--- src/rtl/alu_arbiter.sv ---
// Round-robin arbiter sharing one combinational 32-bit ALU between two requesters.
// Each operation is accepted in IDLE, executed for one EXEC cycle, then held in RESP until taken.
`timescale 1ns/1ps
module alu_arbiter #(
    parameter int DATA_W = 32,
    parameter int OP_W   = 12,
    parameter int CNT_W  = 16
) (
    input  logic              clk,
    input  logic              resetn,
    input  logic              req0_valid,
    output logic              req0_ready,
    input  logic [OP_W-1:0]   req0_op,
    input  logic [DATA_W-1:0] req0_src1,
    input  logic [DATA_W-1:0] req0_src2,
    input  logic              req1_valid,
    output logic              req1_ready,
    input  logic [OP_W-1:0]   req1_op,
    input  logic [DATA_W-1:0] req1_src1,
    input  logic [DATA_W-1:0] req1_src2,
    output logic              rsp0_valid,
    input  logic              rsp0_ready,
    output logic [DATA_W-1:0] rsp0_result,
    output logic              rsp0_err,
    output logic              rsp1_valid,
    input  logic              rsp1_ready,
    output logic [DATA_W-1:0] rsp1_result,
    output logic              rsp1_err,
    output logic [OP_W-1:0]   alu_control,
    output logic [DATA_W-1:0] alu_src1,
    output logic [DATA_W-1:0] alu_src2,
    input  logic [DATA_W-1:0] alu_result,
    output logic              busy,
    output logic [CNT_W-1:0]  op_count
);

    typedef enum logic [1:0] {IDLE, EXEC, RESP} state_t;

    state_t            state, state_next;
    logic              rr_ptr;
    logic              grant;
    logic [OP_W-1:0]   op_reg;
    logic [DATA_W-1:0] src1_reg;
    logic [DATA_W-1:0] src2_reg;
    logic [DATA_W-1:0] result_reg;
    logic              err_reg;

    logic winner;
    logic accept;
    logic rsp_done;
    logic op_legal;

    // Exactly one bit set; an all-zero code is illegal as well.
    assign op_legal = (op_reg != '0) && ((op_reg & (op_reg - OP_W'(1))) == '0);

    // NOTE: state and datapath registers use non-blocking assignments so every flop samples pre-edge values.
    always_ff @(posedge clk or negedge resetn) begin
        if (!resetn) state <= IDLE;
        else         state <= state_next;
    end

    // NOTE: every combinational output gets a default first so no path can infer a latch.
    always_comb begin
        state_next = state;
        unique case (state)
            IDLE:    if (accept)   state_next = EXEC;
            EXEC:                  state_next = RESP;
            RESP:    if (rsp_done) state_next = IDLE;
            default:               state_next = IDLE;
        endcase
    end

    always_comb begin
        winner      = 1'b0;
        req0_ready  = 1'b0;
        req1_ready  = 1'b0;
        rsp0_valid  = 1'b0;
        rsp1_valid  = 1'b0;
        alu_control = '0;
        busy        = (state != IDLE);

        if (req0_valid && req1_valid) winner = rr_ptr;
        else                          winner = req1_valid;

        // Ready is gated by reset so nothing handshakes while the block is held in reset.
        if (state == IDLE && resetn) begin
            req0_ready = req0_valid && !winner;
            req1_ready = req1_valid &&  winner;
        end
        if (state == EXEC && op_legal) alu_control = op_reg;
        if (state == RESP) begin
            rsp0_valid = !grant;
            rsp1_valid =  grant;
        end
    end

    assign accept      = req0_ready || req1_ready;
    assign rsp_done    = (rsp0_valid && rsp0_ready) || (rsp1_valid && rsp1_ready);
    assign alu_src1    = src1_reg;
    assign alu_src2    = src2_reg;
    assign rsp0_result = result_reg;
    assign rsp1_result = result_reg;
    assign rsp0_err    = err_reg;
    assign rsp1_err    = err_reg;

    always_ff @(posedge clk or negedge resetn) begin
        if (!resetn) begin
            rr_ptr     <= 1'b0;
            grant      <= 1'b0;
            op_reg     <= '0;
            src1_reg   <= '0;
            src2_reg   <= '0;
            result_reg <= '0;
            err_reg    <= 1'b0;
            op_count   <= '0;
        end else begin
            if (accept) begin
                grant    <= winner;
                op_reg   <= winner ? req1_op   : req0_op;
                src1_reg <= winner ? req1_src1 : req0_src1;
                src2_reg <= winner ? req1_src2 : req0_src2;
            end
            if (state == EXEC) begin
                result_reg <= op_legal ? alu_result : '0;
                err_reg    <= !op_legal;
            end
            if (rsp_done) begin
                rr_ptr   <= ~grant;
                op_count <= op_count + CNT_W'(1);
            end
        end
    end

endmodule

--- config.mk ---
export PLATFORM = sky130hd
export DESIGN_NAME = alu_arbiter
export DESIGN_NICKNAME = d
export VERILOG_FILES = /design/src/rtl/alu_arbiter.sv
export SDC_FILE = /design/constraint.sdc
export NUM_CORES = 1
export LEC_CHECK = 0
export BUFFER_PORTS_ARGS = -buffer_cell sky130_fd_sc_hd__buf_4
export CORE_UTILIZATION = 30
export DETAILED_ROUTE_END_ITERATION = 6
export REMOVE_ABC_BUFFERS = 1
export SKIP_LAST_GASP = 1
export SLEW_MARGIN = 25
export SYNTH_ARGS = -nofsm -noshare
export SYNTH_HDL_FRONTEND = slang
export SYNTH_SLANG_ARGS = --single-unit
--- constraint.sdc ---
create_clock -name clk -period 1.79 [get_ports clk]
set_input_delay 0.179 -clock clk [delete_from_list [all_inputs] [get_ports clk]]
set_output_delay 0.179 -clock clk [all_outputs]
set_load 0.02 [all_outputs]
* Yosys cells after proc, flatten, opt, wreduce, memory -nomap -nowiden
Cells that the tools add are included.
** Storage, ports and cells
- Input port bits :: 190
- Flip-flop bits (word level) :: 129
- Logic and storage cells :: 48
- Output and inout bits :: 163
** Operators by class
- Bitwise logic cells :: 2
- Eq/ne operators :: 4
- Mux-type cells :: 13
- Reductions and logical operators :: 18
- $add $sub $neg :: 2
** Operator list (count)
- 32-bit two-way mux :: 3
- 12-bit two-way mux :: 2
- 16-bit by 1-bit adder with 16-bit output (second input constant) :: 1
- 12-bit AND :: 1
- 12-bit logical NOT :: 1
- 12-bit nonzero test :: 1
- 12-bit by 1-bit subtractor with 12-bit output (second input constant) :: 1
- 1-bit logical AND :: 8
- 2-bit one-hot mux with 3 select lines :: 1
- 1-bit two-way mux :: 5
- 2-bit two-way mux :: 2
- 2-bit inequality test (second input constant) :: 2
- 1-bit logical NOT :: 3
- 2-bit by 1-bit equality test with 1-bit output (second input constant) :: 1
- 2-bit equality test (second input constant) :: 1
- 2-bit logical NOT :: 1
- 1-bit logical OR :: 2
- 2-bit AND reduction :: 1
- 2-bit nonzero test :: 1
- 1-bit NOT :: 1

* Depth between registers and ports, before layout
Gate-level depths: netlist of run 1.
- Word-level depth :: 8
- Gate-level depth with buffers :: 7
- Gate-level depth less buffers :: 4

* Least setup slack after synthesis of run 1
Ideal clock, no wire load.
- Path kind :: register to output
- Start :: reg op_reg[7]
- End :: out alu_control[10]
- Arrival time :: 1.787 ns
- Data required time :: 1.611 ns
- Setup slack :: -0.176 ns
- Path buffers :: 1
- Stages on the path, launching flop included :: 6
- Path through :: dfrtp_1 > or3_1 > o211ai_2 > o21ai_4 > buf_2 > nor3b_1
** On the way
- Longest elaborated chain between the ends :: 6
- Elaborated cells on any way between the ends :: 7
- Those cells by class :: add/sub (1); mux (1); bitwise (1); reduce/logical (4)
** Ends and longest elaborated chain
- start, declared :: RTL line 42 : logic [OP_W-1:0] op_reg;
- start signal, assigned :: RTL line 119 : op_reg <= winner ? req1_op : req0_op;
- 12-bit by 1-bit subtractor with 12-bit output :: RTL line 54 : assign op_legal = (op_reg != '0) && ((op_reg & (op_reg - OP_W'(1))) == '0);
- 12-bit AND :: RTL line 54
- 12-bit logical NOT :: RTL line 54
- 1-bit logical AND * :: RTL line 54
- 1-bit logical AND * :: RTL line 90 : if (state == EXEC && op_legal) alu_control = op_reg;
- 12-bit two-way mux * :: RTL line 90
- end, declared :: RTL line 29 : output logic [OP_W-1:0] alu_control,
Mark *: on every way between the ends. The rest lies on a longest branch, timed or not.

* Worst setup path in the final report of run 1
- Start :: reg op_reg[0]
- End :: out alu_control[10]
Same word-level chain as after synthesis.

==> results of run 1 <==
how the worst min path moves through the flow:
stage,cells past startpoint,start,slack [ps],endpoint
final,3,alu_result[5],10,rsp0_result[5]
after global routing,3,alu_result[5],8,rsp0_result[5]
after CTS,3,alu_result[7],0.3,rsp0_result[7]
after detailed placement,2,resetn,400,alu_src2[4]
after global placement,2,resetn,390,alu_src2[4]
after floorplan,0,resetn,-120,alu_src1[0]
cells in the mapped netlist, drive strengths merged (7+ instances only):
master | instances | area, µm²
nor3b | 13 | 97.6
dfrtp | 129 | 3230
clkbuf | 9 | 33.8
a21oi | 76 | 380
mux2i | 77 | 771
nor2 | 85 | 322
xor2 | 8 | 70.1
o31ai | 33 | 248
xnor2 | 9 | 78.8
nand2 | 69 | 259
nor3 | 7 | 35.0
buf | 65 | 418
final cells by class:
type | instances | area [µm²]
inverters | 4 | 15.0
multi-input cells | 418 | 2970
flip-flops and latches | 129 | 3230
clock buffers | 19 | 433
well taps | 270 | 338
diodes | 1 | 2.50
fillers | 1910 | 9720
clock inverters | 13 | 210
repair buffers | 432 | 3510
repair_timing:
action,in CTS,in global routing
setup endpoints to repair,14,47
hold endpoints to repair,79,0
gates cloned,0,5
hold buffers,22,0
setup buffers,2,4
pin swaps,3,5
gates resized for setup,17,56
worst max-delay path, stage by stage, from the launching register on:
cell,delay (ps)
dfrtp_2,430
nor4_4,350
o31a_1,270
o21ai_4,100
buf_6,160
nor3b_2,170
buf_4,160
logic make-up after synthesis:
kind of cell / count (synthesis)
flip-flops: 129
multiplexers: 79
buffers and inverters: 78
AO/OA/AOI/OAI: 122
AND/OR/NAND/NOR: 198
XOR/XNOR: 17
adder cells (fa/ha/maj): 2
metrics by stage:
step / hold slack (ps) / cells / setup WS, ps / total power [mW]
6_report: 12.6 / 1286 / -451 / 13.8
5_1_grt: 7.57 / 1286 / -551 / 14.6
3_3_place_gp: 394 / 1220 / -80.7 / 9.78
4_1_cts: 0.278 / 1276 / -492 / 13.8
2_1_floorplan: -117 / 551 / -8250 / 7.42
3_5_place_dp: 399 / 1220 / -143 / 9.81
cells in the final DEF (no fill, tap or decap), types with 12 or more instances in the layout:
master and count:
o31ai_4 14, clkbuf_16 20, nand2_1 69, buf_4 388
dfrtp_1 128, nor3b_2 13, o31ai_2 12, mux2i_1 77
a21oi_1 76, dlygate4sd3_1 22, nor2_1 83
power groups by stage:
stage	clock, mW	combinational [mW]	sequential, mW
after floorplan	0	2.02	5.40
after detailed placement	0	5.34	4.47
final	3.85	5.52	4.47
after global placement	0	5.32	4.47
after global routing	4.05	5.96	4.61
after CTS	3.94	5.41	4.47
layer usage:
metal  share of wire  GRT usage  up-vias
li1                -          -     2877
met1            0.39      0.223     2778
met2            0.51      0.337      253
met3           0.075     0.0559       28
met4           0.021     0.0691        0
met5               0          0        -
==> reports/qor.csv, run 1 <==
stage,metric,value,unit
run_status,status,finished with violations,
run_status,failing checks,setup timing,
sta,unrepaired setup endpoints after global routing,true,
critical_path,R2R Path End,rsp0_result[29],
floorplanning,CORE AREA,20400,µm²
critical_path,worst-path fanout max,9,
power,Pwr Density,1290,nW/µm²
critical_path,"reg-to-reg slack, setup",-90,ps
global_routing,initial antenna violation count,1,
clocking,"Clk Latency, worst-skew pair",410,ps
critical_path,crit path launch type,register,
logic_synthesis,mux cell area share after synthesis,0.126,
finish,synth-to-layout area growth,70.0,%
route,drt first pass iters,4,
sta,final hold vios,0,
finish,post-route core utilization,0.524,
power,clock power share,0.278,
route,Avg Vias per Cell,4.62,
sta,Final Cycle Share,1.25,
power,sequential power share,0.323,
clocking,htree depth,4,
sta,clk_skew,6.83,ps
critical_path,Worst setup EP type,output port,
critical_path,critical path startpoint,op_reg[0],
place,port bufs,352,
power,Int Pwr,8.85,mW
logic_synthesis,number of flops mapped to enable cells by yosys,0,
logic_synthesis,Cells after Synth,625,
sta,Slew HR,0.487,
global_routing,all-layer global routing usage,0.193,
floorplanning,die height,147,µm
sta,PnR worst setup slack,-451,ps
logic_synthesis,warnings from Yosys,0,
floorplanning,Initial Utilization,0.308,
logic_synthesis,synthesis-stage register bit count,129,
clocking,Root Driver,clkbuf_16,
logic_synthesis,Synth cell types,41,
sta,Fmax,446,MHz
route,routed len/inst,16.6,µm
sta,worst-margin pin slew,769,ps
finish,Nets,1193,
logic_synthesis,"FFs w/ async S/R, synth",1.00,
logic_synthesis,post-synthesis adder-cell area fraction,0.00358,
place,placed cell areas,9280,µm²
sta,Period minus WS final,2240,ps
critical_path,Required @ worst endpoint,1610,ps
route,post-route ant nets,0,
place,post-DP HPWL,15500,µm
global_routing,largest net degree at the start of global routing,72,
logic_synthesis,Most used DFF post-synth,dfrtp_1,
critical_path,Worst R2R Path Depth,7,
power,switch share,0.360,
floorplanning,DIE AREA,21600,µm²
critical_path,CP endpoint,alu_control[10],
logic_synthesis,Synth Area in Simple Gates,0.143,
critical_path,worst r2r src,op_reg[0],
power,Sw Pwr,4.98,mW
route,DRT iter0 DRCs,156,
logic_synthesis,sequential area share after synthesis,0.513,
logic_synthesis,Synth Area in XOR/XNOR,0.0236,
flow_run,max_cap viols,0,
power,VDD IR max,0.728,mV
sta,Total Neg Setup Slack,-7240,ps
floorplanning,die width,147,µm
finish,"Design Area, Final",10700,µm²
clocking,CTS tree,built,
floorplanning,io pins,353,
route,via count,5936,
logic_synthesis,compound-gate portion of the synthesized area,0.117,
clocking,"Clk pin slew, worst setup/hold paths",60,ps
power,Leak,5.23,nW
route,"wirelength, routed",21400,µm
global_routing,grt ovf,0,
power,combinational share of power,0.399,
logic_synthesis,main combinational cell family by area after synthesis,simple AND/OR/NAND/NOR gates,
logic_synthesis,syn_area_per_cell,10.1,µm²
route,Post-route DRC,0,
sta,max-slew violation count,0,
clocking,Max Root-Sink Buffers,2,
critical_path,WS Path Type,reg2out,
global_routing,vias in the first global route,5876,
floorplanning,FP Rows,52,
clocking,clock sink total,129,
logic_synthesis,Mapped Area,6300,µm²
finish,layout cells sized above 1,0.490,
worst_hold_path,Hold Path Class,in2reg,
sta,Final Setup Violations,45,
place,RePlAce Congestion,0.801,
clocking,total CTS buffers,17,
global_routing,first-pass GRT wire length,32100,µm
critical_path,WP data arrival,2060,ps
No activity file was read; power rests on OpenSTA's default activity.
==> run 2, diff against run 1 <==
--- a/config.mk
+++ b/config.mk
@@ -5,9 +5,9 @@
 export SDC_FILE = /design/constraint.sdc
 export NUM_CORES = 1
 export LEC_CHECK = 0
-export BUFFER_PORTS_ARGS = -buffer_cell sky130_fd_sc_hd__buf_4
 export CORE_UTILIZATION = 30
 export DETAILED_ROUTE_END_ITERATION = 6
+export DONT_BUFFER_PORTS = 1
 export REMOVE_ABC_BUFFERS = 1
 export SKIP_LAST_GASP = 1
 export SLEW_MARGIN = 25
==> reports/qor.csv, run 2 (synthesis results as in run 1) <==
stage,metric,value,unit
critical_path,CP peak stage delay,440,ps
route,drt first pass iters,4,
sta,Fmax,445,MHz
global_routing,all-layer global routing usage,0.187,
sta,Slew HR,0.659,
finish,register area,3230,µm²
critical_path,slowest CP cell,dfrtp_2,
critical_path,sequence of cells on the critical path,nor4_4 > o31a_1 > o21ai_2 > buf_4 > nor3b_2 > buf_4,
finish,"commonest cells after routing, fill and taps aside","dlygate4sd3_1, dfrtp_1, nor2_1, mux2i_1, a21oi_1",
finish,FILL cells,1854,
clocking,total CTS buffers,17,
sta,max-slew violation count,0,
route,Avg Vias per Cell,4.98,
critical_path,Bufs and invs on worst path,2,
place,port bufs,0,
clocking,Root Driver,clkbuf_16,
place,post-DP HPWL,13600,µm
sta,Final Setup Violations,42,
global_routing,largest net degree at the start of global routing,131,
route,post-route ant nets,0,
clocking,Max Root-Sink Buffers,2,
sta,hold slack,-534,ps
clocking,CTS tree,built,
global_routing,vias in the first global route,5512,
sta,worst-margin pin slew,512,ps
power,VDD IR max,0.800,mV
route,DRT iter0 DRCs,189,
floorplanning,die width,147,µm
sta,clk_skew,8.45,ps
finish,Multi-input gate area,2750,µm²
route,routed len/inst,19.3,µm
floorplanning,die height,147,µm
route,Post-route DRC,0,
critical_path,worst-path fanout max,5,
floorplanning,io pins,353,
place,placed cell areas,6770,µm²
finish,Nets,1008,
critical_path,R2R Path End,rsp0_result[7],
route,via count,5468,
critical_path,WS Path Type,reg2out,
clocking,"Clk pin slew, worst setup/hold paths",60,ps
global_routing,first-pass GRT wire length,30600,µm
critical_path,Worst setup EP type,output port,
critical_path,critical path's top delay family,simple AND/OR/NAND/NOR gates,
run_status,failing checks,"hold timing, setup timing",
run_status,status,finished with violations,
critical_path,Required @ worst endpoint,1610,ps
sta,Total Neg Setup Slack,-8860,ps
floorplanning,FP Rows,52,
clocking,htree depth,4,
finish,n_diodes,0,
sta,final hold vios,129,
critical_path,WP data arrival,2070,ps
critical_path,"reg-to-reg slack, setup",-160,ps
sta,Final Cycle Share,1.26,
place,RePlAce Congestion,0.821,
global_routing,initial antenna violation count,0,
critical_path,most frequent CP cell,buf_4,
power,Leak,4.12,nW
finish,"leading cell type in the layout, fill and taps excluded",dlygate4sd3_1,
critical_path,crit path launch type,register,
floorplanning,Initial Utilization,0.308,
worst_hold_path,Hold Path Class,in2async,
clocking,"Clk Latency, worst-skew pair",410,ps
critical_path,Worst R2R Path Depth,8,
flow_run,max_cap viols,0,
global_routing,grt ovf,0,
critical_path,worst r2r src,op_reg[0],
floorplanning,DIE AREA,21600,µm²
finish,"Design Area, Final",9330,µm²
finish,layout cells sized above 1,0.175,
clocking,clock sink total,129,
power,Pwr Density,1320,nW/µm²
finish,synth-to-layout area growth,48.1,%
sta,Period minus WS final,2250,ps
floorplanning,CORE AREA,20400,µm²
sta,unrepaired setup endpoints after global routing,true,
route,"wirelength, routed",21200,µm
sta,PnR worst setup slack,-457,ps
==> run 2: area by class of cell <==
type,instances,area share
timing repair buffer,247,0.259
multi-input combinational,418,0.295
sequential,129,0.346
tap,270,0.0362
clock buffer,18,0.0471
clock inverter,13,0.0149
inverter,4,0.00161
==> run 2: power breakdown <==
| group | leakage (nW) | switching (mW) | internal, mW | total [mW] |
|---|---|---|---|---|
| combinational | 2.31 | 1.76 | 1.63 | 3.39 |
| clock | 0.270 | 1.36 | 2.08 | 3.44 |
| sequential | 1.54 | 1.66 | 3.83 | 5.48 |
==> run 2: metrics by stage <==
stage / hold slack, ps / power, mW / util / setup slack [ps] / cells
after global routing: -567 / 12.9 / 0.457 / -576 / 1099
after CTS: -562 / 12.2 / 0.445 / -445 / 1088
final: -534 / 12.3 / 0.457 / -457 / 1099
after floorplan: -117 / 7.42 / - / -8250 / 551
after global placement: -112 / 8.29 / 0.331 / -6.91 / 888
after detailed placement: -113 / 8.34 / 0.331 / -113 / 888
==> run 2: worst max-delay path by stage <==
stage               from              to  slack, ps  cells after the start
6_report       op_reg[0]  alu_control[7]       -460                      6
5_1_grt        op_reg[0]  alu_control[7]       -580                      6
4_1_cts        op_reg[6]  alu_control[6]       -450                      6
3_5_place_dp   op_reg[0]  alu_control[6]       -110                      6
3_3_place_gp   op_reg[0]  alu_control[2]         -7                      6
2_1_floorplan     rr_ptr           grant      -8250                      3
==> run 2: timing repair <==
item,CTS,global route
endpoints found under the hold margin,229,131
buffers inserted,4,5
cloned,1,3
gates resized for setup,16,23
hold buffers,164,4
setup endpoints to repair,20,54
pin swaps,3,5
==> run 2: worst register-to-register path, delay by kind of cell (launching register included) <==
kind                   cells  cell delay [ps]
DFF                        1              440
and+or+nand+nor            1              320
AOI/OAI and AO/OA          3              370
buffers and inverters      4              700
==> run 2: per-layer routing <==
metal / vias up / track usage / part of all wire
met5: - / 0 / 0
li1: 2509 / - / -
met1: 2633 / 0.197 / 0.37
met3: 38 / 0.0649 / 0.080
met4: 0 / 0.0706 / 0.026
met2: 288 / 0.341 / 0.53
==> run 3, diff against run 2 <==
--- a/config.mk
+++ b/config.mk
@@ -5,6 +5,7 @@
 export SDC_FILE = /design/constraint.sdc
 export NUM_CORES = 1
 export LEC_CHECK = 0
+export ABC_AREA = 1
 export CORE_UTILIZATION = 30
 export DETAILED_ROUTE_END_ITERATION = 6
 export DONT_BUFFER_PORTS = 1
==> reports/qor.csv, run 3 <==
stage,metric,value,unit
run_status,failing checks,"hold timing, setup timing",
power,Sw Pwr,5.16,mW
route,Avg Vias per Cell,4.93,
power,Pwr Density,1390,nW/µm²
clocking,"Clk pin slew, worst setup/hold paths",60,ps
critical_path,crit path launch type,register,
logic_synthesis,Cells after Synth,779,
floorplanning,die width,146,µm
logic_synthesis,Most used DFF post-synth,dfrtp_1,
floorplanning,CORE AREA,20300,µm²
sta,worst-margin pin slew,585,ps
logic_synthesis,number of flops mapped to enable cells by yosys,0,
finish,layout cells sized above 1,0.106,
finish,FILL cells,1894,
route,routed len/inst,17.7,µm
route,Post-route DRC,0,
critical_path,WP data arrival,2000,ps
logic_synthesis,most common cell in the netlist,nand2_1,
power,Int Pwr,7.50,mW
sta,Total Neg Setup Slack,-4600,ps
global_routing,grt ovf,0,
finish,"Design Area, Final",9130,µm²
finish,n_diodes,0,
critical_path,sequence of cells on the critical path,buf_4 > nor2_1 > nand2_1 > o21bai_1 > nand2_1 > nor2_4 > nand2_8 > nor2_1 > buf_4,
floorplanning,die height,146,µm
sta,hold slack,-540,ps
clocking,htree depth,4,
finish,Multi-input gate area,2480,µm²
power,Leak,4.18,nW
sta,Final Setup Violations,28,
finish,synth-to-layout area growth,46.2,%
sta,Period minus WS final,2180,ps
place,pre-CTS WS,-78.7,ps
clocking,Max Root-Sink Buffers,2,
clocking,CTS tree,built,
critical_path,CP peak stage delay,420,ps
critical_path,worst r2r src,op_reg[5],
logic_synthesis,"FFs w/ async S/R, synth",1.00,
clocking,CTS hold repair buffers,184,
critical_path,worst-path fanout max,12,
critical_path,critical path's top delay family,simple AND/OR/NAND/NOR gates,
critical_path,slowest CP cell,dfrtp_1,
finish,Nets,1149,
logic_synthesis,synthesis-stage register bit count,129,
power,clock power share,0.268,
power,combinational share of power,0.281,
sta,unrepaired setup endpoints after global routing,true,
clocking,clock sink total,129,
power,VDD IR max,0.787,mV
sta,max-slew violation count,0,
sta,Fmax,459,MHz
place,placed cell areas,6610,µm²
place,RePlAce Congestion,0.830,
global_routing,largest net degree at the start of global routing,132,
logic_synthesis,top cell type's share of synthesized area,0.517,
route,via count,6111,
logic_synthesis,sequential area share after synthesis,0.517,
floorplanning,FP Rows,52,
global_routing,first-pass GRT wire length,33100,µm
worst_hold_path,Hold Path Class,in2async,
critical_path,R2R Path End,rsp0_result[1],
finish,"leading cell type in the layout, fill and taps excluded",nand2_1,
clocking,total CTS buffers,17,
sta,Slew HR,0.610,
logic_synthesis,ranking of synthesized cells by area,"dfrtp_1, nand2_1, a31oi_1",
place,post-DP HPWL,13600,µm
clocking,"Clk Latency, worst-skew pair",420,ps
floorplanning,Initial Utilization,0.308,
critical_path,Worst setup EP type,output port,
sta,PnR worst setup slack,-387,ps
global_routing,vias in the first global route,6230,
route,"wirelength, routed",22000,µm
run_status,status,finished with violations,
logic_synthesis,Synth cell types,25,
finish,"commonest cells after routing, fill and taps aside","nand2_1, dlygate4sd3_1, dfrtp_1, nor2_1, a31oi_1",
power,switch share,0.408,
route,DRT iter0 DRCs,239,
finish,fin cells,1240,
logic_synthesis,leading area contributor after synthesis,dfrtp_1,
sta,clk_skew,16.3,ps
route,drt first pass iters,5,
critical_path,Bufs and invs on worst path,2,
power,sequential power share,0.451,
finish,post-route core utilization,0.450,
clocking,Root Driver,clkbuf_16,
global_routing,initial antenna violation count,0,
critical_path,WS Path Type,reg2out,
logic_synthesis,warnings from Yosys,0,
floorplanning,io pins,353,
place,port bufs,0,
global_routing,all-layer global routing usage,0.199,
critical_path,Required @ worst endpoint,1610,ps
critical_path,"reg-to-reg slack, setup",-40,ps
place,placed cell count,1019,
logic_synthesis,syn_area_per_cell,8.02,µm²
sta,Final Cycle Share,1.22,
logic_synthesis,Mapped Area,6250,µm²
critical_path,critical path startpoint,op_reg[5],
flow_run,max_cap viols,0,
finish,register area,3230,µm²
sta,final hold vios,129,
floorplanning,DIE AREA,21400,µm²
route,post-route ant nets,0,
critical_path,Worst R2R Path Depth,10,
logic_synthesis,top post-synthesis cells by count,"nand2_1, dfrtp_1, nor2_1",
run 3: changes by cell type in the layout (fill, tap and decap cells not counted), moves of 22 or more:
cell,delta
o31ai_1,-27
nand2_1,+195
a31oi_1,+76
nor2_1,+22
mux2i_1,-77
inv_1,+26
buf_4,-22
nand3_1,+41
a21oi_1,-73
run 3: cell type report:
type | count | share of cell area
repair buffers | 236 | 0.262
inverters | 31 | 0.0127
clock inverters | 13 | 0.0154
well taps | 270 | 0.0370
multi-input cells | 543 | 0.272
clock buffers | 18 | 0.0470
flip-flops and latches | 129 | 0.354
run 3: worst max path at each step:
| stage | end | depth (start not counted) | slack [ps] |
|---|---|---|---|
| 2_1_floorplan | alu_src1[0] | 7 | -2110 |
| 3_3_place_gp | alu_control[0] | 10 | -60 |
| 3_5_place_dp | alu_control[0] | 10 | -80 |
| 4_1_cts | alu_control[0] | 8 | -370 |
| 5_1_grt | alu_control[0] | 9 | -520 |
| 6_report | alu_control[0] | 9 | -390 |
run 3: logic make-up after synthesis:
group                      after synthesis  synth area share
adders and majority gates                1           0.00200
xor gates and xnor gates                11            0.0154
DFF                                    129             0.517
buffers and inverters                  107            0.0915
AOI/OAI and AO/OA                       89            0.0873
and+or+nand+nor                        442             0.287
run 3: through the flow:
step                      hold slack, ps  power [mW]
after global routing                -578        13.4
after detailed placement            -114        8.72
after floorplan                     -117        7.45
final                               -540        12.7
after global placement              -114        8.66
after CTS                           -569        12.6
run 3: power by group through the flow:
stage          clock (mW)  sequential (mW)  combinational [mW]
2_1_floorplan           0             5.52                1.93
3_3_place_gp            0             5.70                2.96
3_5_place_dp            0             5.71                3.01
4_1_cts              3.52             5.68                3.40
5_1_grt              3.63             5.84                3.97
6_report             3.39             5.71                3.55
run 3: layer usage:
layer  part of all wire  up-vias  track usage
met5                  0        -            0
met4              0.033        0       0.0875
met3              0.086       57       0.0694
met2               0.50      349        0.348
met1               0.38     2853        0.218
li1                   -     2852            -
run 3: what timing repair did:
item	CTS	global route
hold endpoints to repair	238	129
setup endpoints to repair	12	51
pin swaps	4	0
setup buffers	4	1
gates cloned	0	2
resized for setup	4	3
